<file path="config.mk">
export PLATFORM = sky130hd
export DESIGN_NAME = ttl283_adder_flat
export DESIGN_NICKNAME = d
export VERILOG_FILES = /design/src/rtl/ttl_pkg.sv /design/src/rtl/ttl283_adder_if.sv /design/src/rtl/ttl283_cla_nibble.sv /design/src/rtl/ttl283_adder.sv /design/src/flat_wrapper.sv
export SDC_FILE = /design/constraint.sdc
export NUM_CORES = 1
export LEC_CHECK = 0
export ABC_AREA = 1
export CAP_MARGIN = 10
export CORE_AREA = 2 2 39 41
export DETAILED_ROUTE_END_ITERATION = 10
export DIE_AREA = 0 0 41 43
export GPL_TIMING_DRIVEN = 0
export MAX_ROUTING_LAYER = met4
export PLACE_DENSITY = 0.62
export SETUP_SLACK_MARGIN = 0.5
export SLEW_MARGIN = 20
export SYNTH_ARGS = -nofsm -noshare
export SYNTH_HDL_FRONTEND = slang
export SYNTH_SLANG_ARGS = --single-unit --ignore-timing --ignore-initial --compat-mode --unroll-limit 50000
</file>
<file path="constraint.sdc">
create_clock -name clk -period 1.9 [get_ports clk]
set_input_delay 0.57 -clock clk [delete_from_list [all_inputs] [get_ports clk]]
set_output_delay 0.57 -clock clk [all_outputs]
set_load 0.005 [all_outputs]
</file>
<file path="src/rtl/ttl_pkg.sv">
// ttl_pkg: shared constants for the TTL-level machine model.
//   TTL_WIDTH_NIBBLE : datapath width of a 4-bit TTL arithmetic slice
//   *_DELAY_NS       : default worst-case propagation delays per logic family
// Used by: ttl283_adder, ttl283_cla_nibble, ttl283_adder_if.
`timescale 1ns/1ps
package ttl_pkg;
  localparam int TTL_WIDTH_NIBBLE = 4;

  // Datasheet max input-to-output delays, in ns.
  localparam int LS283_DELAY_NS = 24;
  localparam int S283_DELAY_NS  = 18;
  localparam int F283_DELAY_NS  = 10;
endpackage

</file>
<file path="src/rtl/ttl283_adder_if.sv">
// ttl283_adder_if: operand/result bundle of the 74LS283 model.
//   A, B, C0   : operands and carry in (driven by the master)
//   S, C4      : delayed combinational sum / carry out
//   S_Q, C4_Q  : clocked snapshot of the sum / carry out
//   OVF, OVF_Q : two's-complement overflow, present only with TTL283_OVERFLOW_EN
// Modports: master (operand source / result consumer), slave (the adder).
`timescale 1ns/1ps
interface ttl283_adder_if;
  import ttl_pkg::*;

  logic [TTL_WIDTH_NIBBLE-1:0] A;
  logic [TTL_WIDTH_NIBBLE-1:0] B;
  logic                        C0;
  logic [TTL_WIDTH_NIBBLE-1:0] S;
  logic                        C4;
  logic [TTL_WIDTH_NIBBLE-1:0] S_Q;
  logic                        C4_Q;
`ifdef TTL283_OVERFLOW_EN
  logic                        OVF;
  logic                        OVF_Q;
`endif

  modport master (
    output A, B, C0,
    input  S, C4, S_Q, C4_Q
`ifdef TTL283_OVERFLOW_EN
    , input OVF, OVF_Q
`endif
  );

  modport slave (
    input  A, B, C0,
    output S, C4, S_Q, C4_Q
`ifdef TTL283_OVERFLOW_EN
    , output OVF, OVF_Q
`endif
  );
endinterface

</file>
<file path="src/rtl/ttl283_cla_nibble.sv">
// ttl283_cla_nibble: zero-delay 4-bit carry-lookahead adder core.
//   a, b  in  4 : operands
//   c0    in  1 : carry in
//   s     out 4 : sum bits
//   c3    out 1 : carry into bit 3 (used for overflow detection)
//   c4    out 1 : carry out
`timescale 1ns/1ps
module ttl283_cla_nibble
  import ttl_pkg::*;
(
  input  logic [TTL_WIDTH_NIBBLE-1:0] a,
  input  logic [TTL_WIDTH_NIBBLE-1:0] b,
  input  logic                        c0,
  output logic [TTL_WIDTH_NIBBLE-1:0] s,
  output logic                        c3,
  output logic                        c4
);
  logic [TTL_WIDTH_NIBBLE-1:0] g;
  logic [TTL_WIDTH_NIBBLE-1:0] p;
  logic                        c1;
  logic                        c2;

  assign g = a & b;
  assign p = a ^ b;

  // Each carry is a flat sum of products of G/P/c0, as in the 74LS283
  // lookahead network, rather than a ripple chain.
  assign c1 = g[0] | (p[0] & c0);
  assign c2 = g[1] | (p[1] & g[0]) | (p[1] & p[0] & c0);
  assign c3 = g[2] | (p[2] & g[1]) | (p[2] & p[1] & g[0])
            | (p[2] & p[1] & p[0] & c0);
  assign c4 = g[3] | (p[3] & g[2]) | (p[3] & p[2] & g[1])
            | (p[3] & p[2] & p[1] & g[0]) | (p[3] & p[2] & p[1] & p[0] & c0);

  assign s = p ^ {c3, c2, c1, c0};
endmodule

</file>
<file path="src/rtl/ttl283_adder.sv">
// ttl283_adder: behavioural 74LS283 4-bit binary full adder with fast carry.
//   clk    in : clocks the snapshot registers only
//   reset  in : async active-high, clears the snapshot registers only
//   bus       : ttl283_adder_if.slave (A, B, C0 in; S, C4, S_Q, C4_Q out)
// Parameter PROPAGATION_DELAY (ns, < 50): inertial delay on S/C4 (and OVF).
// Macro TTL283_OVERFLOW_EN adds OVF/OVF_Q (two's-complement overflow).
`timescale 1ns/1ps
module ttl283_adder
  import ttl_pkg::*;
#(
  parameter int PROPAGATION_DELAY = LS283_DELAY_NS
) (
  input  logic             clk,
  input  logic             reset,
  ttl283_adder_if.slave    bus
);
  logic [TTL_WIDTH_NIBBLE-1:0] sum;
  logic                        c3;
  logic                        c4;
  logic [TTL_WIDTH_NIBBLE-1:0] s_q;
  logic                        c4_q;

  ttl283_cla_nibble u_cla (
    .a  (bus.A),
    .b  (bus.B),
    .c0 (bus.C0),
    .s  (sum),
    .c3 (c3),
    .c4 (c4)
  );

  // Continuous-assign delays are inertial: input glitches shorter than
  // the delay never reach S/C4. Synthesis drops the delay.
  assign #(PROPAGATION_DELAY) bus.S  = sum;
  assign #(PROPAGATION_DELAY) bus.C4 = c4;

  // Snapshot takes the undelayed result so it is valid one cycle later
  // regardless of the modelled propagation delay.
  always_ff @(posedge clk or posedge reset) begin
    if (reset) begin
      s_q  <= '0;
      c4_q <= 1'b0;
    end else begin
      s_q  <= sum;
      c4_q <= c4;
    end
  end

  assign bus.S_Q  = s_q;
  assign bus.C4_Q = c4_q;

`ifdef TTL283_OVERFLOW_EN
  logic ovf;
  logic ovf_q;

  assign ovf = c3 ^ c4;
  assign #(PROPAGATION_DELAY) bus.OVF = ovf;

  always_ff @(posedge clk or posedge reset) begin
    if (reset) ovf_q <= 1'b0;
    else       ovf_q <= ovf;
  end

  assign bus.OVF_Q = ovf_q;
`else
  // Carry into bit 3 only matters for overflow detection.
  logic unused_c3;
  assign unused_c3 = c3;
`endif
endmodule

</file>
<file path="src/flat_wrapper.sv">
// flat-port wrapper written by rule: the top's interface ports become plain ports
module ttl283_adder_flat import ttl_pkg::*;
#(
  parameter int PROPAGATION_DELAY = LS283_DELAY_NS
)
  (clk, reset, bus_A, bus_B, bus_C0, bus_S, bus_C4, bus_S_Q, bus_C4_Q);
  ttl283_adder_if bus_i ();
  input  logic clk;
  input  logic reset;
  input wire logic [$bits(bus_i.A)-1:0] bus_A;
  input wire logic [$bits(bus_i.B)-1:0] bus_B;
  input wire logic [$bits(bus_i.C0)-1:0] bus_C0;
  output wire logic [$bits(bus_i.S)-1:0] bus_S;
  output wire logic [$bits(bus_i.C4)-1:0] bus_C4;
  output wire logic [$bits(bus_i.S_Q)-1:0] bus_S_Q;
  output wire logic [$bits(bus_i.C4_Q)-1:0] bus_C4_Q;
  assign bus_i.A = bus_A;
  assign bus_i.B = bus_B;
  assign bus_i.C0 = bus_C0;
  assign bus_S = bus_i.S;
  assign bus_C4 = bus_i.C4;
  assign bus_S_Q = bus_i.S_Q;
  assign bus_C4_Q = bus_i.C4_Q;
  ttl283_adder #(.PROPAGATION_DELAY(PROPAGATION_DELAY)) u_core (.clk(clk), .reset(reset), .bus(bus_i));
endmodule
</file>
==> impl_metrics.yaml <==
clock_network:
  cts_root_buf: "clkbuf_4"
  hold_buffers: 0
  cts_buffer_depth: 2
  cts_buffers: 3
  clock-sinks: 5
  tritoncts: "built"
  htreeDepth: 1
  path_clk_slew_ps: 40
timing:
  fin_crit_ps: 2030
  hold_ws_ps: 527
  grt_setup_unrepaired: "yes"
  worst_slew_pin_slew_ps: 183
  fmax_mhz: 492
  fin_crit_sh_pct: 107
  hold_viol: 0
  max_slew_margin_pct: 87.8
  finalSetupViolCount: 6
  final_max_slew_viol_count: 0
  finalWorstSetupSlack_ps: -132
yosys:
  ys_seq_elements: 5
  netlist.area_leader.share_pct: 39.7
  synthMuxAreaShare_pct: 0
  async_reset_ff_share_pct: 100
  synth-simple-area-share_pct: 24.2
  synth_cell_type_count: 11
  yosysMostFrequentCell: "nand2_1"
  seq_area_frac_synth_pct: 39.7
  synth_xor_area_share_pct: 2.78
  synth_top_family_by_area: "simple AND/OR/NAND/NOR gates"
  synth_area_sq_um: 315
  synth_fa_ha_area_share_pct: 22.2
  syn_area_per_cell_sq_um: 8.52
  yosysWarnings: 0
  synth_top_area_cell: "dfrtp_1"
  synth_ff_type: "dfrtp_1"
  synthTopCellsByArea: "dfrtp_1 (40%), ha_1 (16%), nand2_1 (11%), inv_1 (9.5%), fa_1 (6.3%)"
  synth_compound_area_share_pct: 1.59
  synth_edf_count: 0
  synthTopCellsByCount: "nand2_1 (9), inv_1 (8), dfrtp_1 (5)"
  syn_inst: 37
  syn_nets: 53
finish:
  design_area_sq_um: 818
  area_growth_pct: 160
  final_cells: 93
  diodes: 0
  nets: 94
  n_fill_cell: 121
  layout-drive-gt1-share_pct: 61.0
global_routing:
  grt_start_max_net_pins: 6
  grt_antenna_before_repair: 0
  first_global_vias: 398
  grt_pass1_wl_mm: 1.60
  track_usage_pct: 14.3
  overflow: 0
worst_setup_path:
  cp_max_fo: 3
  cp_slowest_cell: "ha_4"
  crit_type: "input pin to output pin"
  startpoint_type: "input pin"
  crit_required_ps: 1330
  arrival_ps: 1460
  cp-end-kind: "output pin"
  path_cells: "buf_6 -> ha_4 -> or2_0 -> nand2_1 -> nand2_1 -> nand2_1 -> nand2_2 -> buf_2"
  crit_top_cell: "nand2_1"
  worst_path_largest_cell_delay_ps: 230
place:
  hpwl_microns: 594
  placed_area_sq_um: 603
  dp_worst_setup_slack_ps: -989
  dp_cells: 73
  port_buffers: 20
  place_congestion: 0.728
run_status:
  status: "finished, violations left"
  violations: "setup timing"
floorplan:
  dieArea_sq_mm: 0.00176
  coreArea_sq_mm: 0.00138
  die_y_microns: 43
  initial_utilization_pct: 22.8
  placementRows: 14
  pin_count: 21
  die_x_microns: 41
detailed_routing:
  wl_per_cell_microns: 10.1
  wl_microns: 936
  dr.pass1.iters: 2
  via_per_inst: 4.25
  drt_iter0_drc: 1
  drc: 0
  vias: 395
  drtAntennaViolNets: 0
pwr:
  total_leakage_power_nw: 0.414
  vdd_drop_max_uv: 220
  p_total_w: 0.000530
  pwr_density_cell_mw_per_mm2: 648
flow_run:
  cap_viol_max_count: 0
worst_hold_path:
  hold_class: "input pin to async pin"
## critical path: cells and delay by family
family                     cells  cell delay [ps]
adders and majority gates      1              230
buffers and inverters          2              220
and+or+nand+nor                5              440
## metal layers
| layer | vias up | wire (microns) | part of all wire, % | global-route usage, % |
|---|---|---|---|---|
| met1 | 182 | 316 | 34 | 14.9 |
| met2 | 14 | 539 | 58 | 22.5 |
| met5 | - | 0 | 0 | - |
| met4 | 0 | 0 | 0 | 10.0 |
| li1 | 199 | - | - | - |
| met3 | 0 | 81 | 8.7 | 3.14 |
## layout by cell type, fill, tap and decap left out, types with 2 or more instances in the layout
cell	n
inv_1	5
ha_4	4
buf_2	4
nand3_1	2
dfrtp_1	5
buf_6	19
buf_8	2
clkbuf_2	2
clkbuf_4	3
clkdlybuf4s15_1	4
nand4_1	2
nand2_1	7
buf_4	3
## sequential cells by signal, summed over array words and instances (netlist names)
signal,flops
u_core.bus.C4_Q,1
u_core.bus.S_Q,4
## power by group
| part | total [W] | switching, W | internal (W) | leakage (nW) |
|---|---|---|---|---|
| Clock | 0.000122 | 0.0000424 | 0.0000793 | 0.0150 |
| Sequential | 0.000128 | 0.00000407 | 0.000124 | 0.0593 |
| Combinational | 0.000281 | 0.0000975 | 0.000183 | 0.340 |
## cells by family after synthesis
kind of cell,count (synthesis)
compound gates,1
flops,5
xor+xnor,1
simple gates,17
buf+inv,8
fa+ha+maj,5
## through the flow
step           TNS (ps)  utilization, %
2_1_floorplan         0               -
3_3_place_gp      -4690            43.6
3_5_place_dp      -4780            43.6
4_1_cts            -353            57.2
5_1_grt            -581            59.1
6_report           -347            59.1
## worst paths after layout
| check | start | endpoint | cells after the start |
|---|---|---|---|
| max in group asynchronous | reset | u_core.bus.S_Q[1] | 2 |
| min in group clk | bus_C0 | u_core.bus.S_Q[2] | 4 |
| worst min-delay path | reset | u_core.bus.S_Q[2] | 2 |
| worst max-delay path | bus_A[2] | bus_S[3] | 8 |
## layout make-up
| type | instances | area (sq um) | share of cell area (%) |
|---|---|---|---|
| Timing Repair Buffer | 36 | 355 | 43.4 |
| Tap cell | 16 | 20.0 | 2.45 |
| Clock buffer | 4 | 26.3 | 3.21 |
| Multi-Input combinational cell | 24 | 251 | 30.7 |
| Sequential cell | 5 | 125 | 15.3 |
| Inverter | 8 | 40.0 | 4.89 |
## repair_timing
| item | 4_1_cts | 5_1_grt |
|---|---|---|
| setup buffers | 15 | 1 |
| gates resized for setup | 87 | 9 |
| setup endpoints to repair | 15 | 9 |
| pin swaps | 9 | 5 |
Note: power is estimated with default switching activity, not from simulation.
